--- src/rtl/lsu_mem_ctrl.sv ---
// Load/store controller between execute and word-addressed data memory.
// Optional LSU_BOUNDS_CHECK_EN flags addresses >= DEPTH as errors.
module lsu_mem_ctrl #(
  parameter int DATA_W      = 32,
  parameter int DEPTH       = 256,
  parameter int WAIT_CYCLES = 1
) (
  input  logic              clk,
  input  logic              rst,
  input  logic              req_valid,
  output logic              req_ready,
  input  logic              req_is_store,
  input  logic [DATA_W-1:0] req_base,
  input  logic [DATA_W-1:0] req_offset,
  input  logic [DATA_W-1:0] req_wdata,
  input  logic [4:0]        req_rd,
  output logic              resp_valid,
  input  logic              resp_ready,
  output logic [DATA_W-1:0] resp_rdata,
  output logic [4:0]        resp_rd,
  output logic              resp_is_load,
  output logic              resp_err,
  output logic [DATA_W-1:0] mem_addr,
  output logic              mem_read,
  output logic              mem_write,
  output logic [DATA_W-1:0] mem_wdata,
  input  logic [DATA_W-1:0] mem_rdata
);

  localparam int CW = (WAIT_CYCLES > 1) ? $clog2(WAIT_CYCLES) : 1;

  typedef enum logic [1:0] {
    IDLE,
    SETUP,
    ACCESS,
    RESP
  } state_t;

  state_t            state;
  state_t            state_d;
  logic [CW-1:0]     cnt;
  logic              store_q;
  logic [DATA_W-1:0] addr;
  logic              accept;
  logic              oob;

  assign addr       = req_base + req_offset;
  assign req_ready  = (state == IDLE) && !rst;
  assign accept     = req_valid && req_ready;
  assign resp_valid = (state == RESP);

`ifdef LSU_BOUNDS_CHECK_EN
  assign oob = (addr >= DATA_W'(DEPTH));
`else
  assign oob = 1'b0;
`endif

  always_ff @(posedge clk) begin
    if (rst) begin
      state <= IDLE;
    end else begin
      state <= state_d;
    end
  end

  always_comb begin
    state_d = state;
    unique case (state)
      IDLE: begin
        if (accept) begin
          state_d = oob ? RESP : SETUP;
        end
      end
      SETUP:  state_d = ACCESS;
      ACCESS: begin
        if (cnt == '0) begin
          state_d = RESP;
        end
      end
      RESP: begin
        if (resp_ready) begin
          state_d = IDLE;
        end
      end
      default: state_d = IDLE;
    endcase
  end

  // Strobes follow next state so they drop on the edge entering RESP.
  always_ff @(posedge clk) begin
    if (rst) begin
      cnt          <= '0;
      store_q      <= 1'b0;
      mem_addr     <= '0;
      mem_wdata    <= '0;
      mem_read     <= 1'b0;
      mem_write    <= 1'b0;
      resp_rdata   <= '0;
      resp_rd      <= '0;
      resp_is_load <= 1'b0;
      resp_err     <= 1'b0;
    end else begin
      mem_read  <= (state_d == ACCESS) && !store_q;
      mem_write <= (state_d == ACCESS) && store_q;
      if (accept) begin
        mem_addr     <= addr;
        mem_wdata    <= req_wdata;
        store_q      <= req_is_store;
        resp_rd      <= req_rd;
        resp_is_load <= !req_is_store;
        resp_err     <= oob;
        resp_rdata   <= '0;
      end
      if (state == SETUP) begin
        cnt <= CW'(WAIT_CYCLES - 1);
      end else if (state == ACCESS && cnt != '0) begin
        cnt <= cnt - 1'b1;
      end
      if (state == ACCESS && cnt == '0) begin
        resp_rdata <= store_q ? '0 : mem_rdata;
      end
      if (state == RESP && resp_ready) begin
        resp_err <= 1'b0;
      end
    end
  end

endmodule

--- config.mk ---
export PLATFORM = sky130hd
export DESIGN_NAME = lsu_mem_ctrl
export DESIGN_NICKNAME = d
export VERILOG_FILES = /design/src/rtl/lsu_mem_ctrl.sv
export SDC_FILE = /design/constraint.sdc
export NUM_CORES = 1
export LEC_CHECK = 0
export CAP_MARGIN = 20
export CELL_PAD_IN_SITES_DETAIL_PLACEMENT = 1
export CELL_PAD_IN_SITES_GLOBAL_PLACEMENT = 2
export CORE_MARGIN = 2
export CORE_UTILIZATION = 24
export CTS_CLUSTER_DIAMETER = 50
export DETAILED_ROUTE_END_ITERATION = 16
export HOLD_SLACK_MARGIN = 0.06
export MAX_ROUTING_LAYER = met4
export PLACE_DENSITY_LB_ADDON = 0.05
export SLEW_MARGIN = 20
export SYNTH_ARGS = -nofsm -noshare
export SYNTH_HDL_FRONTEND = slang
export SYNTH_SLANG_ARGS = --single-unit
export TNS_END_PERCENT = 5
--- constraint.sdc ---
create_clock -name clk -period 6.72 [get_ports clk]
set_clock_uncertainty 0.2 [all_clocks]
set_input_delay 1.344 -clock clk [delete_from_list [all_inputs] [get_ports clk]]
set_output_delay 1.344 -clock clk [all_outputs]
set_load 0.1 [all_outputs]
==> metrics.txt <==
starting density of the core 24.4%; global placement routability congestion 0.851; kind of path behind the tightest hold check reg -> reg; EDFF count, synth 0; peak fanout along the critical path 29; cell chosen for the clock root clkbuf_16; ratio of routed vias to standard cells 4.81; worst slew pin tran 1060 ps; routed wire length 20800 um; outcome complete, no violations; commonest register cell after synthesis dfxtp_1; number of global-route vias before repair 6180; DR iter-0 viols 157; number of H-tree levels 3; Boundary Pins 245; final worst path period share 71.3%; estimated wirelength of the detail-placed design 15800 um; synth warn 0; post-detailed-route DRC marker count 0; pins over their slew limit 0; placeable core region 22500 um^2; Hold-fix buffers, CTS 0; antenna violations before repair 1; post-CTS setup-driven buffer insertion count 0; Crit path required time 5180 ps; Chip Height 155 um; TritonCTS clock tree yes; register area share after synthesis 39.4%; post-cts resize count 0; first-pass GRT wire length 32900 um; max_slew headroom 29.4%; most common library cells after synthesis nand2_1, dfxtp_1, a21oi_1, nor2_1, clkbuf_1; most area-consuming cells after synthesis dfxtp_1, nand2_1, a21oi_1; capturing element type of the critical path output port; total gr overflow 0; number of detailed-routing iterations run before antenna repair 4; Port Buffers 243; number of hold violations in the final report 0; Post-Synthesis Cells 687; Max Fclk 209 MHz; Total Die Area 24100 um^2; shortest clock period the worst path allows after layout 4790 ps; maximum number of buffers from clock root to sink 2; Die W 155 um; flip-flop and latch count after synthesis 108; register clock-pin slew on the reported worst setup and hold paths 90 ps; Critical Path Source Type input port; number of buffers created by CTS 9; Worst IR Drop VDD 0.111 mV; number of sinks driven by the clock tree 108; most used standard cell by instance count after synthesis nand2_1; total number of nets in the final design 1066; unrepaired setup endpoints after global routing false; layout-stage area growth over the synthesis result 53.6%; proportion of layout cells with a drive suffix above 1 4.00%; post-synthesis instance area 5480 um^2; mean post-synth cell area 7.98 um^2; Leak Pwr 3.07 nW; post-detailed-route count of antenna-violating nets 0; clock latency on the worst-skew pair 350 ps; share of the synthesized area in the top cell type 39.4%; total global routing track utilization 17.6%; cell taking the most area after synthesis dfxtp_1; arrival time at the worst endpoint 3250 ps; synthesized netlist net count 857; proportion of synthesized flip-flops having asynchronous set or reset 0%; via count 5712; count of maximum capacitance violations 0; standard-cell row count 55; Setup violations, final 0; maximum number of pins on one net before global-route repair 86; Worst Setup Path Type in -> out; worst hold slack 254 ps; mean routed wirelength per cell 17.5 um; total negative slack for setup checks 0 ps; number of distinct standard cells referenced by the synthesized netlist 54; total power density per cell area 248 nW/um^2
## report_power, final
| group | internal, mW | total, mW | switching [mW] |
|---|---|---|---|
| sequential | 0.686 | 0.713 | 0.0277 |
| clock | 0.298 | 0.570 | 0.272 |
| combinational | 0.248 | 0.807 | 0.559 |
## final timing paths
| path | cells after the start | to | slack [ps] | start |
|---|---|---|---|---|
| max reg2reg | 4 | mem_addr[30] | 4190 | state[1] |
| min | 2 | mem_addr[25] | 250 | mem_addr[25] |
| max | 3 | req_ready | 1930 | rst |
| min reg2reg | 2 | mem_addr[25] | 250 | mem_addr[25] |
## cell type report
cell class              count  area [um^2]
fillers                  2638        14100
multi-input cells         524         3110
repair buffers            247         2460
flip-flops and latches    108         2160
well taps                 285          357
clock buffers              10          229
clock inverters             6         81.3
inverters                   6         22.5
diodes                      1         2.50
## metrics by stage
step | setup slack (ps) | util (%) | cell area [um^2] | power [mW] | instances
2_1_floorplan | 1730 | - | 5480 | 1.29 | 687
3_3_place_gp | 1970 | 36.0 | 8110 | 1.53 | 1170
3_5_place_dp | 1930 | 36.0 | 8110 | 1.54 | 1170
4_1_cts | 1930 | 37.4 | 8420 | 2.13 | 1186
5_1_grt | 1850 | 37.4 | 8420 | 2.20 | 1187
6_report | 1930 | 37.4 | 8420 | 2.09 | 1187
## kinds of logic after synthesis
| kind of cell | Yosys count | synth area share (%) |
|---|---|---|
| AND/OR/NAND/NOR | 259 | 21.1 |
| multiplexers | 2 | 0.365 |
| other | 1 | 0.0684 |
| adder cells (fa/ha/maj) | 32 | 7.44 |
| XOR/XNOR | 27 | 4.31 |
| buffers and inverters | 55 | 4.18 |
| AO/OA/AOI/OAI | 203 | 23.1 |
| flip-flops | 108 | 39.4 |
## per-layer routing
| layer | track usage (%) | up-vias | share of wire, % |
|---|---|---|---|
| li1 | - | 2836 | - |
| met1 | 21.2 | 2704 | 44 |
| met2 | 29.3 | 158 | 47 |
| met3 | 5.32 | 14 | 7.3 |
| met4 | 3.57 | 0 | 1.4 |
| met5 | - | - | 0 |
## registers in the layout (all words and copies together) (netlist names)
| signal | cells |
|---|---|
| mem_read | 1 |
| resp_is_load | 1 |
| mem_addr | 32 |
| store_q | 1 |
| cnt | 1 |
| resp_rdata | 32 |
| resp_rd | 5 |
| state | 2 |
| mem_wdata | 32 |
| mem_write | 1 |
## worst max-delay path: stages
cell	delay, ps
buf_4	220
nor3_1	440
clkdlybuf4s50_1	1240
## cells in the final DEF (no fill, tap or decap), types with 13 or more instances in the layout
| cell type | count |
|---|---|
| xor2_1 | 13 |
| clkdlybuf4s50_1 | 242 |
| nor2_1 | 55 |
| nand2_1 | 133 |
| a22oi_1 | 33 |
| ha_1 | 31 |
| o21ai_1 | 14 |
| xnor2_1 | 14 |
| o21ai_0 | 15 |
| dfxtp_1 | 108 |
| a21oi_1 | 90 |
| nand3_1 | 13 |
Note: power is estimated with default switching activity, not from simulation.
